[src/rtl/sdram_sr_cmd_tx.sv]
// Serialises one SDRAM command word onto three 74595 chains (ser1/ser2/ser3) with a shared
// srclk, then pulses rclk. Optional SR_SKIP_DUP_EN suppresses re-sending an identical frame.
module sdram_sr_cmd_tx #(
    parameter int CLK_DIV = 1
) (
    input  logic        clk,
    input  logic        rst_n,
    input  logic        cmd_valid,
    output logic        cmd_ready,
    input  logic [12:0] cmd_addr,
    input  logic [1:0]  cmd_ba,
    input  logic [1:0]  cmd_dqm,
    input  logic        cmd_cke,
    input  logic        cmd_csb,
    input  logic        cmd_rasb,
    input  logic        cmd_casb,
    input  logic        cmd_web,
    output logic        ser1,
    output logic        ser2,
    output logic        ser3,
    output logic        srclk,
    output logic        rclk,
    output logic        busy,
    output logic        done
);
    localparam int DW = $clog2(CLK_DIV) + 1;
    localparam logic [DW-1:0] DIV_LAST = DW'(CLK_DIV - 1);

    typedef enum logic [2:0] {IDLE, SHIFT_LO, SHIFT_HI, LATCH_HI, LATCH_LO} state_t;

    state_t          state_reg;
    logic [DW-1:0]   div_reg;
    logic [2:0]      bit_reg;
    logic [7:0]      seq1_reg, seq2_reg, seq3_reg;
    logic            ser1_reg, ser2_reg, ser3_reg;
    logic            srclk_reg, rclk_reg, busy_reg, done_reg, skip_reg;
    logic [7:0]      seq1_next, seq2_next, seq3_next;
    logic            div_done;
    logic            accept;

    // Bit 0 of each sequence is shifted first and therefore ends up on QH.
    assign seq1_next = {cmd_addr[4], cmd_addr[12], cmd_addr[11], cmd_addr[9],
                        cmd_addr[8], cmd_addr[7], cmd_addr[6], cmd_addr[5]};
    assign seq2_next = {cmd_ba[0], 1'b0, cmd_addr[3], cmd_addr[2],
                        cmd_addr[1], cmd_addr[0], cmd_addr[10], cmd_ba[1]};
    assign seq3_next = {cmd_dqm[0], cmd_dqm[1], cmd_cke, cmd_csb,
                        cmd_rasb, cmd_casb, cmd_web, 1'b0};

    assign cmd_ready = (state_reg == IDLE) && rst_n && !skip_reg;
    assign accept    = cmd_valid && cmd_ready;
    assign div_done  = (div_reg == DIV_LAST);

`ifdef SR_SKIP_DUP_EN
    logic [23:0] last_reg;
    logic        last_valid_reg;
    logic        dup_hit;
    assign dup_hit = last_valid_reg && ({seq3_next, seq2_next, seq1_next} == last_reg);
`endif

    always_ff @(posedge clk) begin
        if (!rst_n) begin
            state_reg <= IDLE;
            div_reg   <= '0;
            bit_reg   <= '0;
            seq1_reg  <= '0;
            seq2_reg  <= '0;
            seq3_reg  <= '0;
            ser1_reg  <= 1'b0;
            ser2_reg  <= 1'b0;
            ser3_reg  <= 1'b0;
            srclk_reg <= 1'b0;
            rclk_reg  <= 1'b0;
            busy_reg  <= 1'b0;
            done_reg  <= 1'b0;
            skip_reg  <= 1'b0;
`ifdef SR_SKIP_DUP_EN
            last_reg       <= '0;
            last_valid_reg <= 1'b0;
`endif
        end else begin
            done_reg <= 1'b0;
            skip_reg <= 1'b0;
            if (state_reg != IDLE)
                div_reg <= div_done ? '0 : div_reg + DW'(1);
            case (state_reg)
                IDLE: begin
                    if (accept) begin
`ifdef SR_SKIP_DUP_EN
                        if (dup_hit) begin
                            done_reg <= 1'b1;
                            skip_reg <= 1'b1;
                        end else
`endif
                        begin
                            state_reg <= SHIFT_LO;
                            seq1_reg  <= seq1_next;
                            seq2_reg  <= seq2_next;
                            seq3_reg  <= seq3_next;
                            ser1_reg  <= seq1_next[0];
                            ser2_reg  <= seq2_next[0];
                            ser3_reg  <= seq3_next[0];
                            div_reg   <= '0;
                            bit_reg   <= '0;
                            busy_reg  <= 1'b1;
                        end
                    end
                end
                SHIFT_LO: begin
                    if (div_done) begin
                        state_reg <= SHIFT_HI;
                        srclk_reg <= 1'b1;
                    end
                end
                SHIFT_HI: begin
                    if (div_done) begin
                        srclk_reg <= 1'b0;
                        if (bit_reg == 3'd7) begin
                            // ser* stay on bit 7 through the latch phase.
                            state_reg <= LATCH_HI;
                            rclk_reg  <= 1'b1;
                        end else begin
                            state_reg <= SHIFT_LO;
                            bit_reg   <= bit_reg + 3'd1;
                            ser1_reg  <= seq1_reg[bit_reg + 3'd1];
                            ser2_reg  <= seq2_reg[bit_reg + 3'd1];
                            ser3_reg  <= seq3_reg[bit_reg + 3'd1];
                        end
                    end
                end
                LATCH_HI: begin
                    if (div_done) begin
                        state_reg <= LATCH_LO;
                        rclk_reg  <= 1'b0;
                    end
                end
                LATCH_LO: begin
                    if (div_done) begin
                        state_reg <= IDLE;
                        busy_reg  <= 1'b0;
                        done_reg  <= 1'b1;
`ifdef SR_SKIP_DUP_EN
                        last_reg       <= {seq3_reg, seq2_reg, seq1_reg};
                        last_valid_reg <= 1'b1;
`endif
                    end
                end
                default: state_reg <= IDLE;
            endcase
        end
    end

    assign ser1  = ser1_reg;
    assign ser2  = ser2_reg;
    assign ser3  = ser3_reg;
    assign srclk = srclk_reg;
    assign rclk  = rclk_reg;
    assign busy  = busy_reg;
    assign done  = done_reg;
endmodule

[config.mk]
export PLATFORM = sky130hd
export DESIGN_NAME = sdram_sr_cmd_tx
export DESIGN_NICKNAME = d
export VERILOG_FILES = /design/src/rtl/sdram_sr_cmd_tx.sv
export SDC_FILE = /design/constraint.sdc
export NUM_CORES = 1
export LEC_CHECK = 0
export ABC_AREA = 1
export CORE_AREA = 10 10 70 72
export CTS_BUF_LIST = sky130_fd_sc_hd__clkbuf_8
export DETAILED_ROUTE_END_ITERATION = 16
export DIE_AREA = 0 0 80 82
export GPL_TIMING_DRIVEN = 0
export PLACE_DENSITY = 0.72
export SYNTH_ARGS = -nofsm -noshare
export SYNTH_HDL_FRONTEND = slang
export SYNTH_SLANG_ARGS = --single-unit
[constraint.sdc]
create_clock -name clk -period 1.74 [get_ports clk]
set_input_delay 0.348 -clock clk [delete_from_list [all_inputs] [get_ports clk]]
set_output_delay 0.348 -clock clk [all_outputs]
set_load 0.05 [all_outputs]
==> reports/qor.yml <==
endpoint_kind: "output port"
synth_seq_cells: 36
max_slew_margin: 0.671
cpPeakStageDelay_ns: 0.59
cellLeakagePower_uw: 0.000980
drv_cap: 0
grt_max_degree: 12
wl_um: 3990
min_path_type: "register to register"
wl_per_cell_um: 12.3
cts_num_sinks: 36
drt-pass1-iter-count: 4
nets: 303
crit_path_start_kind: "input port"
ctsLongestPathBuffers: 2
drive_above_1_share: 0.105
yosysMostFrequentCell: "nand2_1"
fp.dieW_um: 80
gp_congestion: 0.799
p_per_area_mw_per_mm2: 1420
synth_nets: 264
rsz0062_at_grt: "false"
row_count: 22
grt_pass1_wl_um: 6760
grt_pass1_vias: 1501
yosysSeqAreaShare: 0.428
cp.arrival_ns: 1.35
ir_drop_uv: 684
grt_overflow: 0
drt_iter0_markers: 77
post_cts_buffers: 0
hold_ws_ns: 0.470
htreeDepth: 2
slew_viol_final: 0
synth.distinct_cells: 23
via_per_inst: 4.88
synth_area_mm2: 0.00168
cts_hold_repair.buffers: 0
die_h_um: 82
required_ns: 1.39
cts.clk_slew.worst_paths_ns: 0.07
ys.flop_type: "dfxtp_1"
largest_register_ffs: 8
critPathKind: "input port to output port"
synth_edf_count: 0
synthCells: 237
syn2layout_area_growth_pct: 29.6
post_synth.cell_area_avg_um2: 7.11
synthTopCellsByCount: "75 x nand2_1, 36 x dfxtp_1, 27 x inv_1, 19 x nand3_1, 17 x nor2_1"
ios: 33
fmax_mhz: 587
core_area_mm2: 0.00358
fin_skew_ns: 0.00806
clk_latency_ns: 0.29
synth_top_area_share: 0.428
postRouteAntennaNets: 0
dp_hpwl_um: 2940
tightestPinTransition_ns: 0.496
fin_crit_sh: 0.979
antenna_cells: 0
antenna_found_initial: 0
crit_chain: "clkdlybuf4s50_1 -> nand2_2 -> inv_1 -> clkbuf_4"
cts_buffers: 5
hold_viol_final: 0
period_needed_ns: 1.70
async_flop_share: 0
port_buffers: 32
critical-path-slowest-cell: "clkdlybuf4s50_1"
drc_errors: 0
grt_use_total: 0.128
initial_core_util: 0.471
vias: 1586
tns_ns: 0
crit_fanout: 6
ctsRootBufferMaster: "clkbuf_8"
fp.dieArea_mm2: 0.00656
outcome: "finished clean"
num-fill-cells: 359
synth_area_leaders: "dfxtp_1 43%, nand2_1 17%, o31ai_1 7.1%"
tritoncts: "built"
synth_area_leader_cell: "dfxtp_1"
finalSetupViolCount: 0
ys_warn_count: 0
==> metal layers <==
| layer | vias up | GRT usage | share of wire |
|---|---|---|---|
| li1 | 841 | - | - |
| met5 | - | 0 | 0 |
| met2 | 50 | 0.203 | 0.44 |
| met4 | 0 | 0.0546 | 0.020 |
| met1 | 687 | 0.155 | 0.47 |
| met3 | 8 | 0.0448 | 0.069 |
==> what timing repair did <==
| action | CTS | global route |
|---|---|---|
| resized for setup | 12 | 2 |
| setup endpoints to repair | 8 | 3 |
| cloned | 0 | 0 |
==> cells by family (layout without fill, tap and decap cells) <==
logic type                 after synthesis  count (layout)  share of synthesized area
DFF                                     36              36                      0.428
adders and majority gates                2               2                     0.0149
and+or+nand+nor                        125             125                      0.328
buffers and inverters                   40              80                     0.0936
AOI/OAI and AO/OA                       34              34                      0.135
==> report_power, final <==
part / total [uW] / internal, uW / switching, uW
sequential: 1110 / 1000 / 102
combinational: 1200 / 402 / 799
clock: 794 / 505 / 289
==> placed cells by master, fill, tap and decap left out, types with 2 or more instances in the layout <==
| cell type | n |
|---|---|
| nor2_1 | 17 |
| inv_2 | 4 |
| o21ai_1 | 4 |
| buf_2 | 6 |
| o21ai_0 | 4 |
| nand4_1 | 4 |
| a21oi_1 | 6 |
| clkbuf_8 | 7 |
| nand2_2 | 3 |
| clkdlybuf4s50_1 | 24 |
| nor2_4 | 2 |
| o31ai_1 | 16 |
| dlygate4sd2_1 | 7 |
| inv_1 | 27 |
| and3_1 | 2 |
| nand2_1 | 75 |
| ha_1 | 2 |
| dfxtp_1 | 36 |
| clkbuf_1 | 3 |
| nand3_1 | 19 |
==> critical path: cells and delay by family <==
| family | cells | cell delay [ns] |
|---|---|---|
| buffers and inverters | 3 | 0.88 |
| and+or+nand+nor | 1 | 0.12 |
==> metrics by stage <==
step / cells / total power [uW] / setup WS, ns / util / instance area [um^2]
final: 325 / 3100 / 0.0373 / 0.610 / 2180
after global routing: 325 / 3320 / 0.00400 / 0.610 / 2180
after CTS: 325 / 3120 / 0.00641 / 0.608 / 2180
after detailed placement: 317 / 2360 / -0.534 / 0.577 / 2060
after global placement: 317 / 2350 / -0.533 / 0.577 / 2060
after floorplan: 237 / 2020 / 0.299 / - / 1680
==> final timing paths <==
| check | from | endpoint | slack, ns | depth (start not counted) |
|---|---|---|---|---|
| max | rst_n | cmd_ready | 0.04 | 4 |
| min | bit_reg[1]$_SDFFE_PN0P_ | bit_reg[1]$_SDFFE_PN0P_ | 0.47 | 2 |
| max reg2reg | bit_reg[0]$_SDFFE_PN0P_ | ser1$_SDFFE_PN0P_ | 0.15 | 8 |
| min reg2reg | bit_reg[1]$_SDFFE_PN0P_ | bit_reg[1]$_SDFFE_PN0P_ | 0.47 | 2 |
==> area by class of cell <==
| class | instances | area (um^2) | area share |
|---|---|---|---|
| multi-input cells | 161 | 810 | 0.371 |
| clock inverters | 1 | 30.0 | 0.0138 |
| repair buffers | 32 | 309 | 0.142 |
| flip-flops and latches | 36 | 721 | 0.330 |
| clock buffers | 7 | 96.3 | 0.0441 |
| plain buffers | 9 | 41.3 | 0.0189 |
| inverters | 31 | 116 | 0.0533 |
| well taps | 48 | 60.1 | 0.0275 |
(Power assumes the default switching activity.)
